`src/rtl/pc_fetch_unit.sv`:
```
// pc_fetch_unit: MIPS instruction-fetch stage that holds the PC, runs the icache req/hit
// handshake, latches the fetched word for decode and computes the next PC.
module pc_fetch_unit #(
    parameter logic [31:0] PC_INIT = 32'h0000_0000,
    parameter int          WORD_W  = 32
) (
    input  logic              CLK,
    input  logic              RST,
    input  logic              ihit,
    input  logic [WORD_W-1:0] iload,
    output logic              iREN,
    output logic [WORD_W-1:0] iaddr,
    input  logic [1:0]        PC_src,
    input  logic              PC_EN,
    input  logic              halt,
    input  logic [WORD_W-1:0] rdat1,
    output logic [WORD_W-1:0] instr,
    output logic              instr_valid,
    output logic [WORD_W-1:0] pc,
    output logic [WORD_W-1:0] pc_plus4,
    output logic              halted
);
    typedef enum logic [1:0] {FETCH, EXEC, HALTED} state_t;
    state_t            r_state, w_next_state;
    logic [WORD_W-1:0] r_pc, r_instr, w_next_pc, w_br_off, w_jr_tgt;
    logic              r_halted;
    assign pc_plus4    = r_pc + 32'd4;
    assign w_br_off    = {{14{r_instr[15]}}, r_instr[15:0], 2'b00};
    assign w_jr_tgt    = rdat1 & ~32'h3;
    assign w_next_pc   = PC_src == 2'b00 ? pc_plus4 :
                         PC_src == 2'b01 ? pc_plus4 + w_br_off :
                         PC_src == 2'b10 ? {pc_plus4[31:28], r_instr[25:0], 2'b00} :
                                           w_jr_tgt;
    // RST gates the request so iREN drops asynchronously even though state is FETCH.
    assign iREN        = r_state == FETCH && !RST;
    assign iaddr       = r_pc;
    assign pc          = r_pc;
    assign instr       = r_instr;
    assign instr_valid = r_state == EXEC;
    assign halted      = r_halted;
    always_comb begin
        w_next_state = r_state;
        if (r_state == FETCH && ihit) w_next_state = EXEC;
        else if (r_state == EXEC && halt) w_next_state = HALTED;
        else if (r_state == EXEC && PC_EN) w_next_state = FETCH;
    end
    always_ff @(posedge CLK or posedge RST) begin
        if (RST) begin
            r_state  <= FETCH;
            r_pc     <= PC_INIT;
            r_instr  <= '0;
            r_halted <= 1'b0;
        end else begin
            r_state <= w_next_state;
            if (r_state == FETCH && ihit) r_instr <= iload;
            if (r_state == EXEC && !halt && PC_EN) r_pc <= w_next_pc;
            if (r_state == EXEC && halt) r_halted <= 1'b1;
        end
    end
endmodule

```
`config.mk`:
```
export PLATFORM = sky130hd
export DESIGN_NAME = pc_fetch_unit
export DESIGN_NICKNAME = d
export VERILOG_FILES = /design/src/rtl/pc_fetch_unit.sv
export SDC_FILE = /design/constraint.sdc
export NUM_CORES = 1
export LEC_CHECK = 0
export CAP_MARGIN = 20
export CORE_MARGIN = 3
export CORE_UTILIZATION = 40
export CTS_BUF_LIST = sky130_fd_sc_hd__clkbuf_4 sky130_fd_sc_hd__clkbuf_8
export CTS_CLUSTER_DIAMETER = 80
export DETAILED_ROUTE_END_ITERATION = 12
export GPL_TIMING_DRIVEN = 0
export PLACE_DENSITY = 0.75
export SETUP_SLACK_MARGIN = 0.2
export SLEW_MARGIN = 0
export SYNTH_ARGS = -nofsm -noshare
export SYNTH_HDL_FRONTEND = slang
export SYNTH_SLANG_ARGS = --single-unit
```
`constraint.sdc`:
```
create_clock -name CLK -period 3.25 [get_ports CLK]
set_clock_uncertainty 0.05 [all_clocks]
set_input_delay 0.4875 -clock CLK [delete_from_list [all_inputs] [get_ports CLK]]
set_output_delay 0.4875 -clock CLK [all_outputs]
set_load 0.1 [all_outputs]
```
**Yosys cells after proc, flatten, opt, wreduce, memory -nomap -nowiden**

Cells that the tools add are included.

- Flip-flop bits (word level): 67
- Word-level logic and storage cells: 26

- Add/subtract/negate cells: 2
- Equal/unequal tests: 3
- Muxes and demuxes: 6
- Reduce and logical (&&, ||, !) cells: 11

Operators by type and width:

| operator | count |
|---|---|
| 2-to-1 mux 32 bit | 3 |
| adder 32 x 3 -> 32 bit (second input constant) | 1 |
| adder 32 bit | 1 |
| logical AND 1 bit | 6 |
| 2-to-1 mux 2 bit | 3 |
| equality test 2 x 1 -> 1 bit (second input constant) | 2 |
| zero test 2 bit | 2 |
| nonzero test 3 bit | 1 |
| equality test 2 bit (second input constant) | 1 |
| zero test 1 bit | 2 |

**Logic depth before layout (Yosys ltp)**

- Depth in word-level cells: 5
- Mapped depth: 16
- Depth with buffers taken out: 15

**Worst setup path after synthesis**

No wires, ideal clock.

- Path type: register to register
- Start point: reg r_pc[3] (netlist: iaddr[3])
- End point: reg r_pc[17] (netlist: iaddr[17])
- Library setup time: 0.121 ns
- Arrival time: 5.951 ns
- Slack: -2.872 ns
- Cell stages (with the launch flop): 14
- Path buffers: 0
- Clock period less this slack: 6.122 ns
- Cell sequence: dfrtp_1 -> ha_1 -> nand3_1 -> nor4_2 -> and3_1 -> nand3_1 -> xnor2_1 -> ha_1 -> a21o_1 -> nor3_1 -> a21oi_1 -> xor2_1 -> mux4_2 -> o22a_1

- Word-level cells in the longest chain between the ends: 4

Ends and longest elaborated chain:

| what | RTL line | source |
|---|---|---|
| start, declared | 25 | `logic [WORD_W-1:0] r_pc, r_instr, w_next_pc, w_br_off, w_jr_tgt;` |
| start signal, assigned | 56 | `if (r_state == EXEC && !halt && PC_EN) r_pc <= w_next_pc;` |
| adder 32 x 3 -> 32 bit | 27 | `assign pc_plus4 = r_pc + 32'd4;` |
| via pc_plus4[16] | 20 | `output logic [WORD_W-1:0] pc_plus4,` |
| adder 32 bit | 31 | `PC_src == 2'b01 ? pc_plus4 + w_br_off :` |
| 2-to-1 mux 32 bit | 31 |  |
| 2-to-1 mux 32 bit | 30 | `assign w_next_pc = PC_src == 2'b00 ? pc_plus4 :` |

The timed path passes the listed nets, and every way through them passes these cells.
A chain may end at the register's enable or synchronous reset.

**Worst setup path in the final report**

- Start point: reg r_pc[11] (netlist: iaddr[11])
- End point: reg r_pc[28] (netlist: iaddr[28])

- Word-level cells in the longest chain between the ends: 4
- Elaborated cells on any way between the ends: 5
- Those cells by class: add/sub (2); mux (3)

Ends and longest elaborated chain:

| what | RTL line |
|---|---|
| adder 32 x 3 -> 32 bit * | 27 |
| adder 32 bit / 2-to-1 mux 32 bit (equally long branches) | 31, 32 |
| 2-to-1 mux 32 bit | 31 |
| 2-to-1 mux 32 bit * | 30 |

Mark *: on every way between the ends. The rest lies on a longest branch, timed or not.

==> impl_metrics.toml <==
[logic_synthesis]
yosys.area_share.simple_pct = 16.0
synth.area.mux_share_pct = 13.4
ys.flop_type = "dfrtp_1"
synthTopCellsByCount = "65 x dfrtp_1, 61 x nand2_1, 57 x a21oi_1, 42 x nor2_1, 40 x mux2_2"
syn_area_sq_um = 5800
synthArstFlopShare_pct = 100
synth_edf_count = 0
ys_types = 65
ys_seq_area_share_pct = 28.1
synth_top_family_by_area = "compound AO/OA/AOI/OAI gates"
synth_top_area_share_pct = 28.1
yosysWarnings = 0
synthTopCellsByArea = "dfrtp_1 28%, ha_1 7.8%, mux2_2 7.8%"
syn_inst = 645
synth_seq_cells = 65
synth_area_leader_cell = "dfrtp_1"
synth.avg_cell_area_sq_um = 8.99
synth_compound_area_share_pct = 19.2
synth_most_common_cell = "dfrtp_1"
synthAdderAreaFrac_pct = 8.12
synth_xor_area_share_pct = 8.10

[grt]
grt_pass1_wl_um = 36300
antenna_found_initial = 0
grt_use_total_pct = 28.7
grt_start_max_net_pins = 66
grt-ovfl-total = 0
grt_pass1_vias = 6542

[placement]
gp_congestion = 0.935
io_buffers = 192
dp_hpwl_um = 17000

[routing]
drcViolationCount = 0
firstDrtPassIters = 5
drt_iter0_markers = 638
vias_per_cell = 5.93
routed_wl_um = 25000
wl_per_cell_um = 22.2
final_antenna_net_count = 0
vias = 6665

[clock_tree]
numCtsBuffers = 9
clk_latency_ps = 370
clock_sinks = 65
htreeDepth = 3
cts_tree = "done"
clk_pin_slew_worst_paths_ps = 80
clock_path_buffers = 2
root_buffer = "clkbuf_8"

[critical_path]
end_kind = "register"
crit_type = "reg -> reg"
crit_fanout = 7
arrival_ps = 3750
critPathSlowestCell = "or4b_4"
cp-start-kind = "register"
cp_cell_sequence = "nand4_1, nor3_4, buf_4, nand2_2, xnor2_4, ha_1, or4b_4, a21oi_4, a31oi_2, o211ai_1, xnor2_2, o21ai_1"
cpPeakStageDelay_ps = 530
required_ps = 3440

[run_status]
violations = "setup timing"
status = "finished with violations"

[cells_and_area]
num_antenna_cells = 0
layout.nets = 1047
syn2layout_area_growth_pct = 76.1
drive_above_1_share_pct = 40.1
final.fill_count = 1000

[timing]
rsz0062_at_grt = "true"
fmax_ghz = 0.281
setup_viol = 19
fin_crit_ps = 3560
tightest_slew_ps = 1020
setup_tns_ps = -4020
hold_viol_final = 0
slew_headroom_pct = 31.8
worst_slack_ps = -309
slew_viol_final = 0
fin_crit_sh_pct = 110

[job]
cap_violations = 0

[die]
num_io_pins = 202
die_area_sq_um = 16000
core_area_sq_um = 14000
die_w_um = 126
start_util_pct = 41.3
fp.dieH_um = 126
rows = 43

[worst_hold_path]
min_path_type = "reg -> reg"
per-layer routing:
layer | up-vias | wire, um | global-route usage (%)
met1 | 3249 | 9620 | 36.9
met3 | 72 | 2440 | 7.75
met4 | 0 | 711 | 8.20
li1 | 2928 | - | -
met5 | - | 0 | 0
met2 | 416 | 12200 | 47.5
final cells by class:
type	instances	area, sq um	share of cell area, %
Buffer	61	382	3.74
Multi-Input combinational cell	514	5100	50.0
Timing Repair Buffer	278	2590	25.4
Inverter	10	40.0	0.392
Tap cell	180	225	2.21
Clock buffer	10	138	1.35
Clock inverter	6	67.6	0.662
Sequential cell	65	1660	16.2
final timing paths:
check	depth (start not counted)	endpoint	slack [ps]	from
worst max-delay path	12	iaddr[28]	-310	iaddr[11]
worst min-delay path	1	halted	410	halted
worst max register to register	12	iaddr[28]	-310	iaddr[11]
worst min register to register	1	halted	410	halted
max in group asynchronous	2	iaddr[10]	1880	RST
min in group asynchronous	2	halted	640	RST
flip-flops by register name (all words and copies together) (netlist names):
name,count
halted,1
r_state,2
instr,32
iaddr,30
stage by stage:
stage	cells	util, %	hold WS (ps)	cell area [sq um]	worst slack, ps
2_1_floorplan	650	-	454	6600	-1090
3_3_place_gp	1022	62.3	391	8740	-807
3_5_place_dp	1022	62.3	398	8740	-846
4_1_cts	1089	68.1	416	9570	-283
5_1_grt	1124	72.7	450	10200	-429
6_report	1124	72.7	411	10200	-309
worst max-delay path, delay by kind of cell (launching register included):
family,cells,cell delay [ps]
AO/OA/AOI/OAI,4,730
flip-flops,1,400
buffers and inverters,1,170
AND/OR/NAND/NOR,4,1240
XOR/XNOR,2,370
adder cells (fa/ha/maj),1,470
cell usage in the layout, fill, tap and decap left out, types with 17 or more instances in the layout:
cell type / synthesis / layout
nor2_1: 42 / 34
dfrtp_1: 65 / 40
nand2_1: 61 / 53
buf_4: 36 / 114
clkdlybuf4s50_1: 0 / 163
dfrtp_2: 0 / 25
mux2_2: 40 / 40
xnor2_4: 0 / 18
a21oi_1: 57 / 48
a21o_1: 21 / 20
o21ai_0: 31 / 22
clkbuf_1: 20 / 17
kinds of logic after synthesis:
kind of cell               Yosys count
DFF                                 65
xor gates and xnor gates            52
and+or+nand+nor                    191
adders and majority gates           37
other                                1
AOI/OAI and AO/OA                  169
buffers and inverters               71
muxes                               59
timing repair:
action                     CTS  global route
setup endpoints to repair   49            45
pin swaps                   30            49
gates resized for setup    152           104
hold buffers                 0             0
setup buffers               51            35
cloned                       0             0
Power is not shown: default switching activity piles up to over one toggle a cycle in this logic, so the estimate is an artifact.
